==> config.mk <==
export PLATFORM = sky130hd
export DESIGN_NAME = mem_stage_flat
export DESIGN_NICKNAME = d
export VERILOG_FILES = /design/src/rtl/mem_stage_if.sv /design/src/rtl/mem_stage.sv /design/src/flat_wrapper.sv
export SDC_FILE = /design/constraint.sdc
export NUM_CORES = 1
export LEC_CHECK = 0
export CAP_MARGIN = 10
export CORE_UTILIZATION = 45
export DETAILED_ROUTE_END_ITERATION = 16
export PLACE_DENSITY_LB_ADDON = 0.08
export SYNTH_ARGS = -nofsm -noshare
export SYNTH_HDL_FRONTEND = slang
export SYNTH_SLANG_ARGS = --single-unit
==> constraint.sdc <==
create_clock -name clk -period 3.71 [get_ports clk]
set_input_delay 1.113 -clock clk [delete_from_list [all_inputs] [get_ports clk]]
set_output_delay 1.113 -clock clk [all_outputs]
set_load 0.01 [all_outputs]
==> src/rtl/mem_stage_if.sv <==
// mem_stage_if
//   Bundles every handshake and bus signal around the memory-access stage:
//   the EX->MS handoff, the MS->WB handoff, the decode forwarding bus, the
//   data-SRAM response and the flush requests coming back from WB.
//   Modports:
//     slave  - the mem_stage view (consumes EX/SRAM/WB inputs, drives outputs)
//     master - the surrounding pipeline / testbench view
//   Ports in the bundle:
//     ms_allowin        MS accepts from EX this cycle
//     es_to_ms_valid    EX presents a valid instruction
//     es_to_ms_bus      EX payload (ES_TO_MS_BUS_WD bits)
//     es_req_pending    EX holds a handshaken request not yet accepted by MS
//     ws_allowin        WB accepts
//     ms_to_ws_valid    valid to WB
//     ms_to_ws_bus      WB payload (MS_TO_WS_BUS_WD bits)
//     ms_to_ds_bus      {fwd_valid, load_wait, dest[4:0], final_result[31:0]}
//     ms_excp_block     MS holds a valid exception or ertn
//     data_sram_data_ok one response per request, in order
//     data_sram_rdata   response data
//     excp_flush        exception flush from WB
//     ertn_flush        ertn flush from WB
interface mem_stage_if #(
  parameter int ES_TO_MS_BUS_WD = 132,
  parameter int MS_TO_WS_BUS_WD = 126
);
  logic                       ms_allowin;
  logic                       es_to_ms_valid;
  logic [ES_TO_MS_BUS_WD-1:0] es_to_ms_bus;
  logic                       es_req_pending;
  logic                       ws_allowin;
  logic                       ms_to_ws_valid;
  logic [MS_TO_WS_BUS_WD-1:0] ms_to_ws_bus;
  logic [38:0]                ms_to_ds_bus;
  logic                       ms_excp_block;
  logic                       data_sram_data_ok;
  logic [31:0]                data_sram_rdata;
  logic                       excp_flush;
  logic                       ertn_flush;

  modport slave (
    input  es_to_ms_valid, es_to_ms_bus, es_req_pending, ws_allowin,
           data_sram_data_ok, data_sram_rdata, excp_flush, ertn_flush,
    output ms_allowin, ms_to_ws_valid, ms_to_ws_bus, ms_to_ds_bus,
           ms_excp_block
  );

  modport master (
    output es_to_ms_valid, es_to_ms_bus, es_req_pending, ws_allowin,
           data_sram_data_ok, data_sram_rdata, excp_flush, ertn_flush,
    input  ms_allowin, ms_to_ws_valid, ms_to_ws_bus, ms_to_ds_bus,
           ms_excp_block
  );
endinterface

==> src/rtl/mem_stage.sv <==
// mem_stage
//   Memory-access stage of the five-stage in-order pipeline (EX -> MS -> WB).
//   Holds one instruction, waits for the data-SRAM response of the load or
//   store EX issued, extracts and extends load data, forwards the result to
//   decode and hands the instruction (with exception/CSR info) to WB.
//   Responses that belong to instructions killed by a flush are counted and
//   silently dropped.
//   Ports:
//     clk    - clock
//     resetn - synchronous active-low reset
//     ms     - mem_stage_if.slave bundle (see mem_stage_if.sv)
module mem_stage (
  input  logic        clk,
  input  logic        resetn,
  mem_stage_if.slave  ms
);

  localparam int ES_TO_MS_BUS_WD = 132;

  // EX payload layout, MSB first. The top bit is a spare and carries nothing.
  typedef struct packed {
    logic        rsvd;
    logic [6:0]  excp_num;
    logic        csr_we;
    logic [13:0] csr_idx;
    logic [31:0] csr_result;
    logic        inst_ertn;
    logic        excp;
    logic        mem_req;
    logic        mem_ld;
    logic [2:0]  ld_type;
    logic        gr_we;
    logic [4:0]  dest;
    logic [31:0] alu_result;
    logic [31:0] pc;
  } es_bus_t;

  logic        ms_valid_reg;
  es_bus_t     es_to_ms_bus_reg;
  logic        got_reg;
  logic [31:0] rdata_reg;
  logic [1:0]  discard_cnt_reg;
  logic [1:0]  discard_cnt_next;

  logic        flush;
  logic        ok_eff;
  logic        ms_ready_go;
  logic        ms_allowin;
  logic        ms_to_ws_valid;
  logic        leaving;
  logic        capture;
  logic        own_pending;
  logic [31:0] rd;
  logic [7:0]  rd_byte [4];
  logic [7:0]  ld_byte;
  logic [15:0] ld_half;
  logic [31:0] ld_value;
  logic [31:0] final_result;
  logic        fwd_valid;
  logic        load_wait;
  logic        unused_rsvd;

  assign unused_rsvd = es_to_ms_bus_reg.rsvd;

  assign flush = ms.excp_flush | ms.ertn_flush;

  // A response only counts for us once all stale responses have drained.
  assign ok_eff = ms.data_sram_data_ok & (discard_cnt_reg == 2'd0);

  assign ms_ready_go    = ~es_to_ms_bus_reg.mem_req | got_reg | ok_eff;
  assign ms_allowin     = ~ms_valid_reg | (ms_ready_go & ms.ws_allowin);
  assign ms_to_ws_valid = ms_valid_reg & ms_ready_go & ~flush;
  assign leaving        = ms_to_ws_valid & ms.ws_allowin;

  // Buffer the response only if the instruction cannot leave with it this
  // cycle; otherwise it is consumed straight from the SRAM port.
  assign capture = ok_eff & ms_valid_reg & es_to_ms_bus_reg.mem_req & ~got_reg
                 & ~leaving & ~flush;

  // Load data extraction
  assign rd = got_reg ? rdata_reg : ms.data_sram_rdata;

  for (genvar gi = 0; gi < 4; gi++) begin : g_byte_lane
    assign rd_byte[gi] = rd[gi*8 +: 8];
  end

  always_comb begin
    ld_byte  = rd_byte[es_to_ms_bus_reg.alu_result[1:0]];
    ld_half  = es_to_ms_bus_reg.alu_result[1] ? rd[31:16] : rd[15:0];
    ld_value = rd;
    case (es_to_ms_bus_reg.ld_type)
      3'b001:  ld_value = {{24{ld_byte[7]}}, ld_byte};
      3'b010:  ld_value = {{16{ld_half[15]}}, ld_half};
      3'b101:  ld_value = {24'd0, ld_byte};
      3'b110:  ld_value = {16'd0, ld_half};
      default: ld_value = rd;
    endcase
  end

  assign final_result = es_to_ms_bus_reg.mem_ld ? ld_value
                                                : es_to_ms_bus_reg.alu_result;

  assign fwd_valid = ms_valid_reg & es_to_ms_bus_reg.gr_we;
  assign load_wait = ms_valid_reg & es_to_ms_bus_reg.mem_ld & ~got_reg & ~ok_eff;

  // Discard bookkeeping. Our own request is still outstanding at a flush
  // unless it was already buffered or its response is the one arriving now.
  // Gating on ok_eff (rather than raw data_ok) keeps the count right when a
  // stale response arrives in the flush cycle while our own is still out.
  assign own_pending = ms_valid_reg & es_to_ms_bus_reg.mem_req & ~got_reg
                     & ~ok_eff;

  always_comb begin
    discard_cnt_next = discard_cnt_reg;
    if (flush) begin
      discard_cnt_next = discard_cnt_next + {1'b0, own_pending}
                                          + {1'b0, ms.es_req_pending};
    end
    if (ms.data_sram_data_ok && (discard_cnt_reg != 2'd0)) begin
      discard_cnt_next = discard_cnt_next - 2'd1;
    end
  end

  always_ff @(posedge clk) begin
    if (!resetn) begin
      ms_valid_reg     <= 1'b0;
      es_to_ms_bus_reg <= '0;
      got_reg          <= 1'b0;
      rdata_reg        <= 32'd0;
      discard_cnt_reg  <= 2'd0;
    end else begin
      if (flush) begin
        ms_valid_reg <= 1'b0;
      end else if (ms_allowin) begin
        ms_valid_reg <= ms.es_to_ms_valid;
      end

      if (ms.es_to_ms_valid && ms_allowin) begin
        es_to_ms_bus_reg <= es_bus_t'(ms.es_to_ms_bus);
      end

      if (flush || leaving) begin
        got_reg <= 1'b0;
      end else if (capture) begin
        got_reg <= 1'b1;
      end

      if (capture) begin
        rdata_reg <= ms.data_sram_rdata;
      end

      discard_cnt_reg <= discard_cnt_next;
    end
  end

  assign ms.ms_allowin     = ms_allowin;
  assign ms.ms_to_ws_valid = ms_to_ws_valid;
  assign ms.ms_to_ws_bus   = {es_to_ms_bus_reg.excp_num,
                              es_to_ms_bus_reg.csr_we,
                              es_to_ms_bus_reg.csr_idx,
                              es_to_ms_bus_reg.csr_result,
                              es_to_ms_bus_reg.inst_ertn,
                              es_to_ms_bus_reg.excp,
                              es_to_ms_bus_reg.gr_we,
                              es_to_ms_bus_reg.dest,
                              final_result,
                              es_to_ms_bus_reg.pc};
  assign ms.ms_to_ds_bus   = {fwd_valid, load_wait, es_to_ms_bus_reg.dest,
                              final_result};
  assign ms.ms_excp_block  = ms_valid_reg
                           & (es_to_ms_bus_reg.excp | es_to_ms_bus_reg.inst_ertn);

endmodule

==> src/flat_wrapper.sv <==
// flat-port wrapper written by rule: the top's interface ports become plain ports
module mem_stage_flat 
  (clk, resetn, ms_es_to_ms_valid, ms_es_to_ms_bus, ms_es_req_pending, ms_ws_allowin, ms_data_sram_data_ok, ms_data_sram_rdata, ms_excp_flush, ms_ertn_flush, ms_ms_allowin, ms_ms_to_ws_valid, ms_ms_to_ws_bus, ms_ms_to_ds_bus, ms_ms_excp_block);
  mem_stage_if ms_i ();
  input  logic clk;
  input  logic resetn;
  input wire logic [$bits(ms_i.es_to_ms_valid)-1:0] ms_es_to_ms_valid;
  input wire logic [$bits(ms_i.es_to_ms_bus)-1:0] ms_es_to_ms_bus;
  input wire logic [$bits(ms_i.es_req_pending)-1:0] ms_es_req_pending;
  input wire logic [$bits(ms_i.ws_allowin)-1:0] ms_ws_allowin;
  input wire logic [$bits(ms_i.data_sram_data_ok)-1:0] ms_data_sram_data_ok;
  input wire logic [$bits(ms_i.data_sram_rdata)-1:0] ms_data_sram_rdata;
  input wire logic [$bits(ms_i.excp_flush)-1:0] ms_excp_flush;
  input wire logic [$bits(ms_i.ertn_flush)-1:0] ms_ertn_flush;
  output wire logic [$bits(ms_i.ms_allowin)-1:0] ms_ms_allowin;
  output wire logic [$bits(ms_i.ms_to_ws_valid)-1:0] ms_ms_to_ws_valid;
  output wire logic [$bits(ms_i.ms_to_ws_bus)-1:0] ms_ms_to_ws_bus;
  output wire logic [$bits(ms_i.ms_to_ds_bus)-1:0] ms_ms_to_ds_bus;
  output wire logic [$bits(ms_i.ms_excp_block)-1:0] ms_ms_excp_block;
  assign ms_i.es_to_ms_valid = ms_es_to_ms_valid;
  assign ms_i.es_to_ms_bus = ms_es_to_ms_bus;
  assign ms_i.es_req_pending = ms_es_req_pending;
  assign ms_i.ws_allowin = ms_ws_allowin;
  assign ms_i.data_sram_data_ok = ms_data_sram_data_ok;
  assign ms_i.data_sram_rdata = ms_data_sram_rdata;
  assign ms_i.excp_flush = ms_excp_flush;
  assign ms_i.ertn_flush = ms_ertn_flush;
  assign ms_ms_allowin = ms_i.ms_allowin;
  assign ms_ms_to_ws_valid = ms_i.ms_to_ws_valid;
  assign ms_ms_to_ws_bus = ms_i.ms_to_ws_bus;
  assign ms_ms_to_ds_bus = ms_i.ms_to_ds_bus;
  assign ms_ms_excp_block = ms_i.ms_excp_block;
  mem_stage u_core (.clk(clk), .resetn(resetn), .ms(ms_i));
endmodule
==> out/summary.txt <==
DR vias: 8678
Synth unique cells: 58
Placed instance count: 1541
R2r startpoint: u_core.discard_cnt_reg[0]
Synthesized instance count: 1101
Hold depth: 2
Reg2reg end: u_core.discard_cnt_reg[0]
Detailed Place HPWL: 19780 um
Filler cells: 1825
Die ar.: 0.02131 mm2
Critical Path Fanout Max: 2
Avg Inst Size Synth: 8.473 um2
CTS Buf Count: 17
Clk_lat worst skew: 0.42 ns
Commonest cells post-synth: dfxtp_1, buf_4, o21ai_0
Remaining DRCs: 0
Leak Pwr: 4.783 nW
CTS Sinks: 167
Final Instance Count excl. Fillers: 1582
MaxCap Viol Count: 0
Slowest-stage cell, CP: clkdlybuf4s50_1
Setup CP Type: input port to primary output
First-pass GRT wire length: 45730 um
Register area: 0.003344 mm2
Total Wirelength: 29660 um
Status: finished, final reports clean
Hold_buf cts: 0
FMAX: 273.2 MHz
Global route overflow: 0
Final setup vio count: 0
Slowest stage delay, CP: 0.44 ns
Die height: 146.0 um
Setup slack, reg-to-reg: 1.38 ns
Total GRT Usage: 0.2727
Multi-input logic area: 0.004690 mm2
Max IR drop VDD: 0.3326 mV
Vias per cell: 5.485
Iteration-0 DRC Markers: 543
Yosys reg bits: 167
H-tree Lvls: 4
Rel. slew slack: 0.4186
Hold Crit Start: u_core.rdata_reg[4]
Sequential area share after synthesis: 0.3584
Tcrit/Tclk final: 0.9865
Reg clk slew, reported paths: 0.06 ns
CTS tree: yes
Area of the mapped netlist: 0.009329 mm2
Synth area leaders: dfxtp_1, buf_4, a21boi_1
Ys flop type: dfxtp_1
HP Class: flop to flop
Area leader, netlist: dfxtp_1
Crit path cell chain: clkdlybuf4s50_1, mux2i_2, o22ai_1, o22a_1, dlygate4sd2_1
Layout cells sized above 1: 0.1609
Area share of the largest cell type after synthesis: 0.3584
Die Width: 146.0 um
Worst EP required: 2.60 ns
Largest net degree at the start of global routing: 132
Post-route ant nets: 0
CP arrival: 2.55 ns
Hold Vio Cnt, Final: 0
Most common cell in the netlist: dfxtp_1
GPL Wtd Cong: 0.8757
Setup TNS: 0 ns
WL/cell: 18.75 um
Max-slew violations: 0
Starting density of the core: 0.4596
Drt pass-1 iters: 5
Power per standard cell area: 369.9 mW/mm2
Syn-to-layout area delta: 37.38%
Synth warnings: 0
Row Count: 52
Io pins: 340
CTS Root Cell: clkbuf_16
Number of synthesized flops with an enable pin: 0
Final Skew: 0.01209 ns
Max reg flops: 89
Worst path bufs/invs: 2
Slew @ Worst Pin: 0.8721 ns
Initial antenna violation count: 1
Port buffer count: 338
Core ar.: 0.02030 mm2
Endpoint class of the critical path: primary output
Reg2reg path depth: 9
Crit path time final: 3.660 ns
Mapped Nets: 1274
Ys async rst share: 0
NumNets Final: 1472
Hold EP: u_core.rdata_reg[4]
Startpoint types: input port
Delay-heaviest family, CP: buffers and inverters
Vias in the first global route: 8147
Bufs on Longest Clock Path: 2
-- layout make-up --
cell class,count,share of cell area
multi-input cells,694,0.3659
repair buffers,411,0.2979
flip-flops and latches,167,0.2610
clock buffers,17,0.03319
well taps,270,0.02636
clock inverters,14,0.01298
inverters,8,0.002538
diodes,1,0.0001953
-- worst register-to-register path, cell delays in order, from the launching register on --
cell and delay (ns):
dfxtp_1 0.48, nor3b_4 0.08, buf_4 0.16, nor3_4 0.25
inv_4 0.07, fa_1 0.52, o21ba_2 0.19, a211o_1 0.27
a21oi_1 0.16, o21a_1 0.12
-- worst max-delay path by stage --
stage / startpoint / endpoint / slack [ns] / depth (start not counted)
2_1_floorplan: ms_data_sram_rdata[23] / ms_ms_to_ws_bus[40] / 0.21 / 5
3_3_place_gp: ms_data_sram_rdata[23] / ms_ms_to_ws_bus[45] / -0.73 / 8
3_5_place_dp: ms_data_sram_rdata[23] / ms_ms_to_ws_bus[44] / -0.75 / 8
4_1_cts: ms_data_sram_rdata[15] / ms_ms_to_ws_bus[50] / -0.09 / 8
5_1_grt: ms_data_sram_rdata[25] / ms_ms_to_ws_bus[41] / -0.009 / 7
6_report: ms_data_sram_rdata[16] / ms_ms_to_ws_bus[32] / 0.05 / 5
-- report_power, final --
part / switching, mW / leakage (nW) / internal, mW / total (mW)
combinational: 0.444 / 3.12 / 0.556 / 1.00
sequential: 0.0523 / 1.37 / 1.88 / 1.93
clock: 0.801 / 0.290 / 1.01 / 1.81
-- cell usage in the layout, fill, tap and decap left out, types with 6 or more instances in the layout --
cell	netlist	final
inv_1	7	7
o22a_4	0	6
o22a_1	16	16
dfxtp_1	167	166
mux2i_1	35	30
clkdlybuf4s50_1	0	252
buf_2	11	27
buf_4	141	62
a21boi_1	119	119
a21boi_0	44	44
nand2b_1	9	9
mux4_2	2	9
clkdlybuf4s15_1	0	7
nor2_1	31	31
clkbuf_2	0	14
dlygate4sd2_1	0	23
o21ai_0	135	135
nand2_1	82	82
clkbuf_16	0	17
o22ai_1	8	7
buf_6	14	20
nand3_1	134	134
and2_1	9	9
-- through the flow --
step / cell area (um2) / hold slack, ns / util / setup slack (ns) / total power, mW
after global placement: 12100 / 0.4403 / 0.5960 / -0.7329 / 2.949
after CTS: 12790 / 0.4551 / 0.6301 / -0.08939 / 4.770
after global routing: 12820 / 0.4668 / 0.6313 / -0.008687 / 4.946
final: 12820 / 0.4550 / 0.6313 / 0.05009 / 4.741
after detailed placement: 12100 / 0.4458 / 0.5960 / -0.7520 / 2.960
after floorplan: 9329 / 0.4347 / - / 0.2071 / 2.487
-- per-layer routing --
layer | vias to the layer above | track usage | wire length, um | share of wire
met5 | - | 0 | 0 | 0
met4 | 0 | 0.07604 | 451 | 0.015
met1 | 4179 | 0.3458 | 12480 | 0.42
li1 | 4142 | - | - | -
met2 | 324 | 0.4502 | 14390 | 0.49
met3 | 33 | 0.07931 | 2336 | 0.079
-- repair_timing --
item / 4_1_cts / 5_1_grt
pin swaps: 22 / 9
setup buffers: 8 / 1
setup endpoints to repair: 67 / 55
gates resized for setup: 264 / 48
endpoints found under the hold margin: 0 / 0
gates cloned: 2 / 0
-- logic make-up (layout without fill, tap and decap cells) --
| family | after synthesis | after routing | synth area share |
|---|---|---|---|
| AOI/OAI and AO/OA | 362 | 363 | 0.2603 |
| xor gates and xnor gates | 2 | 2 | 0.001878 |
| adders and majority gates | 1 | 1 | 0.002146 |
| buffers and inverters | 241 | 450 | 0.1666 |
| DFF | 167 | 167 | 0.3584 |
| muxes | 45 | 45 | 0.06331 |
| other | 0 | 1 | 0 |
| and+or+nand+nor | 283 | 283 | 0.1474 |
No activity file was read; power rests on OpenSTA's default activity.
